[src/rtl/ps2_scancode_rx.sv]
// PS/2 keyboard scan-code receiver.
// The raw clock and data pins are synchronised and the clock is de-glitched.
// Each frame's start, odd parity and stop bits are checked. A frame in
// progress is abandoned when its clock stops for too long.
// Optional build macro: PS2_BREAK_DECODE_EN. When it is defined, a good F0
// prefix byte is folded into is_break on the following byte instead of
// being presented on data_reg.
module ps2_scancode_rx #(
  parameter int SYNC_STAGES    = 2,
  parameter int FILTER_LEN     = 8,
  parameter int TIMEOUT_CYCLES = 50000
) (
  input  logic       clk,
  input  logic       rst,
  input  logic       ps2_clk,
  input  logic       ps2_data,
  output logic [7:0] data_reg,
  output logic       data_valid,
  output logic       parity_err,
  output logic       frame_err,
  output logic       is_break,
  output logic       busy
);

  localparam int FW = $clog2(FILTER_LEN + 1);
  localparam int TW = $clog2(TIMEOUT_CYCLES + 1);
  localparam logic [FW-1:0] FLT_MAX = FW'(FILTER_LEN - 1);
  localparam logic [TW-1:0] TO_MAX  = TW'(TIMEOUT_CYCLES - 1);

  typedef enum logic [1:0] {IDLE, DATA, PARITY, STOP} state_t;

  logic [SYNC_STAGES-1:0] clk_sync_q, dat_sync_q;
  logic [FW-1:0]          flt_cnt_q;
  logic                   fclk_q, fclk_d_q;
  logic                   sclk, sdat, fall;

  state_t        state_q, state_d;
  logic [2:0]    bitcnt_q, bitcnt_d;
  logic [7:0]    shreg_q, shreg_d;
  logic          par_ok_q, par_ok_d;
  logic [TW-1:0] to_q, to_d;
  logic [7:0]    data_reg_q, data_reg_d;
  logic          dv_q, dv_d, pe_q, pe_d, fe_q, fe_d;
`ifdef PS2_BREAK_DECODE_EN
  logic          brk_q, brk_d, bp_q, bp_d;
`endif

  assign sclk = clk_sync_q[SYNC_STAGES-1];
  assign sdat = dat_sync_q[SYNC_STAGES-1];
  assign fall = fclk_d_q & ~fclk_q;

  // Pin synchronisers; idle-high so reset loads ones.
  always_ff @(posedge clk or posedge rst) begin
    if (rst) begin
      clk_sync_q <= '1;
      dat_sync_q <= '1;
    end else begin
      clk_sync_q <= {clk_sync_q[SYNC_STAGES-2:0], ps2_clk};
      dat_sync_q <= {dat_sync_q[SYNC_STAGES-2:0], ps2_data};
    end
  end

  // Clock de-glitch: fclk follows sclk only after FILTER_LEN disagreeing samples in a row.
  always_ff @(posedge clk or posedge rst) begin
    if (rst) begin
      flt_cnt_q <= '0;
      fclk_q    <= 1'b1;
      fclk_d_q  <= 1'b1;
    end else begin
      fclk_d_q <= fclk_q;
      if (sclk == fclk_q) begin
        flt_cnt_q <= '0;
      end else if (flt_cnt_q == FLT_MAX) begin
        flt_cnt_q <= '0;
        fclk_q    <= sclk;
      end else begin
        flt_cnt_q <= flt_cnt_q + FW'(1);
      end
    end
  end

  // FSM, shift register, timeout and output registers.
  always_ff @(posedge clk or posedge rst) begin
    if (rst) begin
      state_q    <= IDLE;
      bitcnt_q   <= '0;
      shreg_q    <= '0;
      par_ok_q   <= 1'b0;
      to_q       <= '0;
      data_reg_q <= '0;
      dv_q       <= 1'b0;
      pe_q       <= 1'b0;
      fe_q       <= 1'b0;
`ifdef PS2_BREAK_DECODE_EN
      brk_q      <= 1'b0;
      bp_q       <= 1'b0;
`endif
    end else begin
      state_q    <= state_d;
      bitcnt_q   <= bitcnt_d;
      shreg_q    <= shreg_d;
      par_ok_q   <= par_ok_d;
      to_q       <= to_d;
      data_reg_q <= data_reg_d;
      dv_q       <= dv_d;
      pe_q       <= pe_d;
      fe_q       <= fe_d;
`ifdef PS2_BREAK_DECODE_EN
      brk_q      <= brk_d;
      bp_q       <= bp_d;
`endif
    end
  end

  // Next state: timeout has priority; otherwise advance one bit per filtered falling edge.
  always_comb begin
    state_d    = state_q;
    bitcnt_d   = bitcnt_q;
    shreg_d    = shreg_q;
    par_ok_d   = par_ok_q;
    data_reg_d = data_reg_q;
    dv_d       = 1'b0;
    pe_d       = 1'b0;
    fe_d       = 1'b0;
`ifdef PS2_BREAK_DECODE_EN
    brk_d      = brk_q;
    bp_d       = bp_q;
`endif
    if (state_q == IDLE || fall) to_d = '0;
    else                         to_d = to_q + TW'(1);

    if (state_q != IDLE && to_q == TO_MAX) begin
      state_d = IDLE;
      fe_d    = 1'b1;
`ifdef PS2_BREAK_DECODE_EN
      bp_d    = 1'b0;
`endif
    end else if (fall) begin
      case (state_q)
        IDLE: begin
          if (!sdat) begin
            state_d  = DATA;
            bitcnt_d = '0;
          end
        end
        DATA: begin
          shreg_d  = {sdat, shreg_q[7:1]};
          bitcnt_d = bitcnt_q + 3'd1;
          if (bitcnt_q == 3'd7) state_d = PARITY;
        end
        PARITY: begin
          par_ok_d = ^{shreg_q, sdat};
          state_d  = STOP;
        end
        default: begin
          state_d = IDLE;
          if (!sdat) begin
            // A bad stop bit masks any parity failure in the same frame.
            fe_d = 1'b1;
`ifdef PS2_BREAK_DECODE_EN
            bp_d = 1'b0;
`endif
          end else if (!par_ok_q) begin
            pe_d = 1'b1;
`ifdef PS2_BREAK_DECODE_EN
            bp_d = 1'b0;
`endif
          end else begin
`ifdef PS2_BREAK_DECODE_EN
            if (shreg_q == 8'hF0) begin
              bp_d = 1'b1;
            end else begin
              data_reg_d = shreg_q;
              dv_d       = 1'b1;
              brk_d      = bp_q;
              bp_d       = 1'b0;
            end
`else
            data_reg_d = shreg_q;
            dv_d       = 1'b1;
`endif
          end
        end
      endcase
    end
  end

  assign data_reg   = data_reg_q;
  assign data_valid = dv_q;
  assign parity_err = pe_q;
  assign frame_err  = fe_q;
  assign busy       = (state_q != IDLE);
`ifdef PS2_BREAK_DECODE_EN
  assign is_break   = brk_q;
`else
  assign is_break   = 1'b0;
`endif

endmodule
[config.mk]
export PLATFORM = sky130hd
export DESIGN_NAME = ps2_scancode_rx
export DESIGN_NICKNAME = d
export VERILOG_FILES = /design/src/rtl/ps2_scancode_rx.sv
export SDC_FILE = /design/constraint.sdc
export NUM_CORES = 1
export LEC_CHECK = 0
export CAP_MARGIN = 10
export CORE_MARGIN = 3
export CORE_UTILIZATION = 50
export CTS_CLUSTER_SIZE = 10
export DETAILED_ROUTE_END_ITERATION = 16
export PLACE_DENSITY = 0.78
export SLEW_MARGIN = 40
export SYNTH_ARGS = -nofsm -noshare
export SYNTH_HDL_FRONTEND = slang
export SYNTH_SLANG_ARGS = --single-unit
[constraint.sdc]
create_clock -name clk -period 2.39 [get_ports clk]
set_input_delay 0.717 -clock clk [delete_from_list [all_inputs] [get_ports clk]]
set_output_delay 0.717 -clock clk [all_outputs]
set_load 0.005 [all_outputs]
Yosys cells after proc, flatten, opt, wreduce, memory -nomap -nowiden:

Cells that the tools add are included.
W data, S select, Z words.

* register bits after elaboration: 51
* input bits: 4
* output and inout port bits: 13
* word-level logic and storage cells: 69

* add/subtract/negate cells: 3
* equal/unequal tests: 9
* multiplexer cells: 24
* bitwise logic cells: 5
* reduce and logical (&&, ||, !) cells: 14

Operators by type and width (number)
* $add A16 B1 Y16 const B: 1
* $eq A16 B16 Y1 const B: 1
* $mux W16: 1
* $mux W1: 14
* $reduce_and A3 Y1: 3
* $reduce_xor A9 Y1: 1
* $mux W2: 4
* $mux W4: 2
* $pmux W2 S3: 1
* $pmux W3 S2: 1
* $reduce_bool A2 Y1: 3
* $reduce_and A5 Y1: 1
* $add A4 B1 Y4 const B: 1
* $eq A4 B3 Y1 const B: 1
* $not A1 Y1: 4
* $reduce_and A4 Y1: 1
* $add A3 B1 Y3 const B: 1
* $eq A3 B3 Y1 const B: 1
* $mux W3: 1
* $ne A3 B2 Y1 const B: 1
* $ne A3 B3 Y1 const B: 1
* $reduce_or A3 Y1: 1
* $eq A2 B1 Y1 const B: 1
* $eq A2 B2 Y1 const B: 1
* 7 further kinds: 7

Longest topological paths before layout:

Gate-level depths: netlist (run 1).

* depth in word-level cells: 5
* depth in mapped cells: 8
* mapped depth without buffers: 7

Least setup slack after synthesis (run 1):

No wires, ideal clock.

* path kind: reg-to-reg
* start point: register state_q[0]
* end point: register data_reg_q[0], in the netlist data_reg[0]
* setup time: 125 ps
* arrival: 2166 ps
* required time: 2265 ps
* setup slack: 99 ps
* stages on the path, launching flop included: 8
* path buffers: 0
* clock period less this slack: 2291 ps
* path through: dfrtp_1 -> inv_1 -> ha_1 -> nor4_1 -> nand3_1 -> or4_1 -> nand3_2 -> mux2_2

* word-level cells in the longest chain between the ends: 4
* elaborated cells between the ends (all ways): 9
* classes of those cells: 2 x eq/ne; 2 x bitwise; 5 x reduce/logical

Ends and longest elaborated chain
* start, declared: line 37 `state_t state_q, state_d;`
* start signal, assigned: line 99 `state_q <= state_d;`
* $eq A2 B2 Y1, or another cell as far along: line 139 `case (state_q)`
* $reduce_or A3 Y1 (no line) or $logic_and A1 B1 Y1 (tied branches)
* $not A1 Y1 (no line)
* $reduce_and A5 Y1 (no line) *
* end signal, assigned: line 104 `data_reg_q <= data_reg_d;`
* end, declared: line 42 `logic [7:0] data_reg_q, data_reg_d;`

Mark *: on every way between the ends. The rest lies on a longest branch, timed or not.
A chain may end at the register's enable or synchronous reset.

Worst setup path after layout (run 1):

* start point: register state_q[0]
* end point: register data_reg_q[5], in the netlist data_reg[5]

Same word-level chain as after synthesis.

==> metrics.txt, run 1 <==
Synth area leader=dfrtp_1; placed cells=267; CP Launch Type=flip-flop; Peak supply drop=0.386 mV; worst stage delay on the critical path=0.59 ns; Final Hold Viols=0; drt pass-1 iters=4; final max-slew violation count=0; syn avg cell area=11.9 um2; worst hold slack=0.358 ns; antenna violations before repair=0; largest net degree at the start of global routing=52; layout cells sized above 1=20.3%; Inserted Diodes=0; DRC viols=0; number of setup violations in the final report=0; Clock Latency Late Sink=0.30 ns; GRT overflow=0; Arrival @ worst endpoint=2.44 ns; vias in the first global route=1474; Fin Setup TNS=0 ns; GRT Total Usage=15.6%; Starting Density=52.7%; vias=1512; Finished Layout Cells=279; Area after DPL=2600 um2; Finished Cell Area=2720 um2; dpl ws=-0.00613 ns; total core area=4440 um2; most common cell after layout, fill and taps aside=dfrtp_1; die height=74.4 um; Row Count=24; num ports=17; Primary FF master, synth=dfrtp_1; EDFF count, synth=0; wire length of the first global-routing pass=6600 um; hold_buf cts=0; Final Util=61.3%; Crit. End Element=flip-flop; Area growth syn-to-layout=16.2%; Syn Nets=209; status=complete, no violations; Worst-path clk slew=0.08 ns; CP Max Fanout=5; PnR Total Power=2.15 mW; clk root buf=clkbuf_8; clk sink count=51; DR iter-0 viols=88; full die area=5540 um2; Synth Instances=197; routed wire length=3920 um; Synth cell types=39; fmax=443 MHz; YS warnings=0; H-tree depth=2; final worst slack=0.133 ns; leak pwr=1.26 nW; max_cap viols=0; Detail Placement HPWL=2640 um; vias per cell=5.42; power per cell area=790 nW/um2; number of flip-flops under the largest register name=16; TritonCTS clock tree=built; Nets=238; CP Data Required Time=2.57 ns; most frequent cells in the layout=dfrtp_1, nor2_1, xnor2_1, clkdlybuf4s50_1; Tmin final=2.26 ns; post-synthesis cell area=2340 um2; RSZ-0062 raised after global routing=false; CP Cell Sequence=inv_1 > ha_1 > nor4_1 > nand3_1 > or4_4 > nand3_4 > mux2_2; Yosys top cell area share=48.1%; register bit count reported by yosys=51; cell at the slowest stage of the critical path=or4_4; critical path class=flip-flop to flip-flop; total CTS buffers=5; Final period util=94.4%; Seq/Total Area, Yosys=54.8%; GP Congestion=0.793; clock skew=0.00749 ns; routed wire length per instance=14.0 um; hold crit path type=flip-flop to flip-flop; fraction of registers with async set or reset after synthesis=100%; Post-DRT Antenna Nets=0; clock tree buffer depth=2; top cells by area, synth=dfrtp_1, dfstp_2, xnor2_1, mux2_4, mux2_2; Die X=74.4 um; Port-buffer cells=15
final timing paths:
| check | startpoint | endpoint | slack, ns | depth (start not counted) |
|---|---|---|---|---|
| worst min-delay path | clk_sync_q[0]$_DFF_PP1_ | clk_sync_q[1]$_DFF_PP1_ | 0.36 | 0 |
| worst max register to register | state_q[0]$_DFFE_PP0P_ | data_reg[5]$_DFFE_PP0P_ | 0.13 | 7 |
| worst min register to register | clk_sync_q[0]$_DFF_PP1_ | clk_sync_q[1]$_DFF_PP1_ | 0.36 | 0 |
| worst max-delay path | state_q[0]$_DFFE_PP0P_ | data_reg[5]$_DFFE_PP0P_ | 0.13 | 7 |
| max in group asynchronous | rst | fclk_q$_DFFE_PP1P_ | 1.32 | 3 |
| min in group asynchronous | rst | data_reg[6]$_DFFE_PP0P_ | 0.77 | 3 |
cell families (layout without fill, tap and decap cells):
kind of cell / after synthesis / after routing / share of synthesized area [%]
compound gates: 14 / 14 / 4.17
flops: 51 / 51 / 54.8
other cells: 1 / 1 / 0.160
simple gates: 67 / 68 / 14.9
mux: 19 / 19 / 10.4
xor+xnor: 23 / 23 / 8.60
buf+inv: 14 / 43 / 2.72
fa+ha+maj: 8 / 8 / 4.27
Yosys cell counts (all sizes together) (2+ instances only):
cell type and count:
dfrtp 45, nor2 21, mux2 18, xnor2 14, inv 9, nand2 9
xor2 9, ha 8, nand3 8, dfstp 6, nand4 4, nor3 4
nor4 4, clkbuf 3, nor2b 3, o21ai 3, a21oi 2, a31oi 2
a32o 2, and3 2, and4 2, buf 2, nor3b 2, o211ai 2
or3 2, or4 2
worst max-delay path, delay by kind of cell, from the launching register on:
| family | cells | cell delay, ns |
|---|---|---|
| AND/OR/NAND/NOR | 4 | 1.15 |
| flip-flops | 1 | 0.35 |
| multiplexers | 1 | 0.35 |
| adder cells (fa/ha/maj) | 1 | 0.22 |
| buffers and inverters | 1 | 0.08 |
per-layer routing:
metal	part of all wire, %	track usage (%)	wire (um)	vias to the layer above
li1	-	-	-	735
met1	48	20.8	1900	756
met2	47	24.5	1860	14
met3	2.6	4.59	103	7
met4	1.5	5.53	58	0
met5	0	0	0	-
power by group:
| group | leakage (nW) | internal (mW) | switching [mW] |
|---|---|---|---|
| clock | 0.0395 | 0.208 | 0.259 |
| combinational | 0.537 | 0.279 | 0.325 |
| sequential | 0.682 | 0.986 | 0.0933 |
| total | 1.26 | 1.47 | 0.677 |
repair_timing:
item,in CTS,in global routing
endpoints found under the setup margin,9,8
setup buffers,2,1
pin swaps,0,1
cloned,0,1
gates resized for setup,1,2
layout make-up:
cell class | count | area, um2
Sequential cell | 51 | 1280
Timing Repair Buffer | 26 | 244
Clock buffer | 8 | 80.1
Multi-Input combinational cell | 133 | 1020
Fill cell | 349 | 1720
Tap cell | 52 | 65.1
Inverter | 9 | 33.8
No activity file was read; power rests on OpenSTA's default activity.
==> inputs of run 2 (changes only) <==
- CORE_UTILIZATION: 50 -> 52
- PLACE_DENSITY: 0.78 -> 0.81
==> metrics.txt, run 2 (synthesis results as in run 1) <==
max_cap viols=0; Worst-path clk slew=0.09 ns; Port-buffer cells=15; met2 Usage GRT=24.7%; routed wire length=4100 um; power per cell area=821 nW/um2; sw power=0.685 mW; status=complete, no violations; wire length of the first global-routing pass=6840 um; Nets=238; Arrival @ worst endpoint=2.45 ns; final worst slack=0.129 ns; Starting Density=56.1%; hold_buf cts=0; num ports=17; critical path class=flip-flop to flip-flop; met3 usage=4.55%; Clock Latency Late Sink=0.30 ns; combinational power share=26.8%; full die area=5350 um2; vias in the first global route=1435; clock skew=0.00719 ns; met1 GRT Util=23.7%; antenna violations before repair=0; Crit. End Element=flip-flop; total CTS buffers=5; Final Hold Viols=0; CP Max Fanout=5; most common cell after layout, fill and taps aside=dfrtp_1; fmax=442 MHz; number of flip-flops under the largest register name=16; layout cells sized above 1=21.1%; vias per cell=5.50; filler cell count=326; H-tree depth=2; Die X=73.1 um; Peak supply drop=0.485 mV; placed cells=265; routed wire length per instance=14.8 um; GP Congestion=0.809; hold path depth=0; GRT overflow=0; CP Launch Type=flip-flop; Detail Placement HPWL=2790 um; Tmin final=2.26 ns; clock share of power=25.4%; reg2reg path depth=7; die height=73.1 um; leak pwr=1.27 nW; Final Util=66.3%; DR iter-0 viols=66; most frequent cells in the layout=dfrtp_1, nor2_1, xnor2_1, clkdlybuf4s50_1, mux2_2; clk root buf=clkbuf_8; DRC viols=0; total core area=4170 um2; Reg power frac=47.8%; hold crit path type=flip-flop to flip-flop; Post-DRT Antenna Nets=0; cell-internal power=1.59 mW; layer with the highest usage=met2; Inserted Diodes=0; drt pass-1 iters=4; clock tree buffer depth=2; final max-slew violation count=0; clk sink count=51; number of setup violations in the final report=0; Final period util=94.6%; vias=1523; Fin Setup TNS=0 ns; dpl ws=0.0318 ns; GRT Total Usage=16.7%; sw frac=30.2%; Row Count=23; largest net degree at the start of global routing=36; Finished Layout Cells=277; CP Data Required Time=2.58 ns; TritonCTS clock tree=built; Area growth syn-to-layout=18.1%
-- run 2: cell count changes in the layout (fill, tap and decap cells not counted), sizes merged --
cell,change
clkbuf,-1
bufinv,+1
-- run 2: path summary, 6_finish.rpt --
path                                              start                      end  slack [ns]
min in group asynchronous                           rst  data_reg[2]$_DFFE_PP0P_        0.72
worst min-delay path            dat_sync_q[0]$_DFF_PP1_  dat_sync_q[1]$_DFF_PP1_        0.36
worst min register to register  dat_sync_q[0]$_DFF_PP1_  dat_sync_q[1]$_DFF_PP1_        0.36
worst max-delay path             state_q[0]$_DFFE_PP0P_  data_reg[0]$_DFFE_PP0P_        0.13
max in group asynchronous                           rst  clk_sync_q[0]$_DFF_PP1_        1.09
worst max register to register   state_q[0]$_DFFE_PP0P_  data_reg[0]$_DFFE_PP0P_        0.13
-- run 2: timing repair --
item / CTS / global route
gates cloned: 0 / 1
gates resized for setup: 1 / 3
setup buffers: 2 / 1
pin swaps: 0 / 2
setup endpoints to repair: 1 / 8
-- run 2: per-stage QoR --
stage / power (mW) / instance area [um2] / hold slack [ns]
after global routing: 2.40 / 2770 / 0.368
final: 2.27 / 2770 / 0.361
after detailed placement: 1.69 / 2610 / 0.349
after global placement: 1.66 / 2610 / 0.347
after CTS: 2.28 / 2730 / 0.363
after floorplan: 1.53 / 2340 / 0.345
-- run 2: worst max-delay path: stages (launching register included) --
cell and delay [ns]:
dfrtp_1 0.36, inv_1 0.07, ha_1 0.23, nor4_2 0.27, nand3_1 0.12, or4_4 0.59
nand3_4 0.16, mux2_2 0.35
-- run 2: layout make-up --
type,count,area (um2),share of cell area [%]
timing repair buffer,26,256,9.28
inverter,9,33.8,1.22
clock buffer,7,76.3,2.76
clock inverter,1,30.0,1.09
multi-input combinational,133,1020,37.0
sequential,51,1280,46.4
tap,50,62.6,2.26
-- run 2: layer usage --
layer  up-vias  share of wire [%]
li1        731                  -
met2        29                 46
met5         -                  0
met4         0                1.3
met1       757                 49
met3         6                3.8
-- run 2: power groups by stage --
stage / Sequential [mW] / Clock, mW / Combinational (mW)
floorplan: 1.08 / 0 / 0.453
global placement: 1.09 / 0 / 0.572
detailed placement: 1.10 / 0 / 0.582
CTS: 1.08 / 0.590 / 0.608
global route: 1.10 / 0.614 / 0.685
finish: 1.08 / 0.577 / 0.610
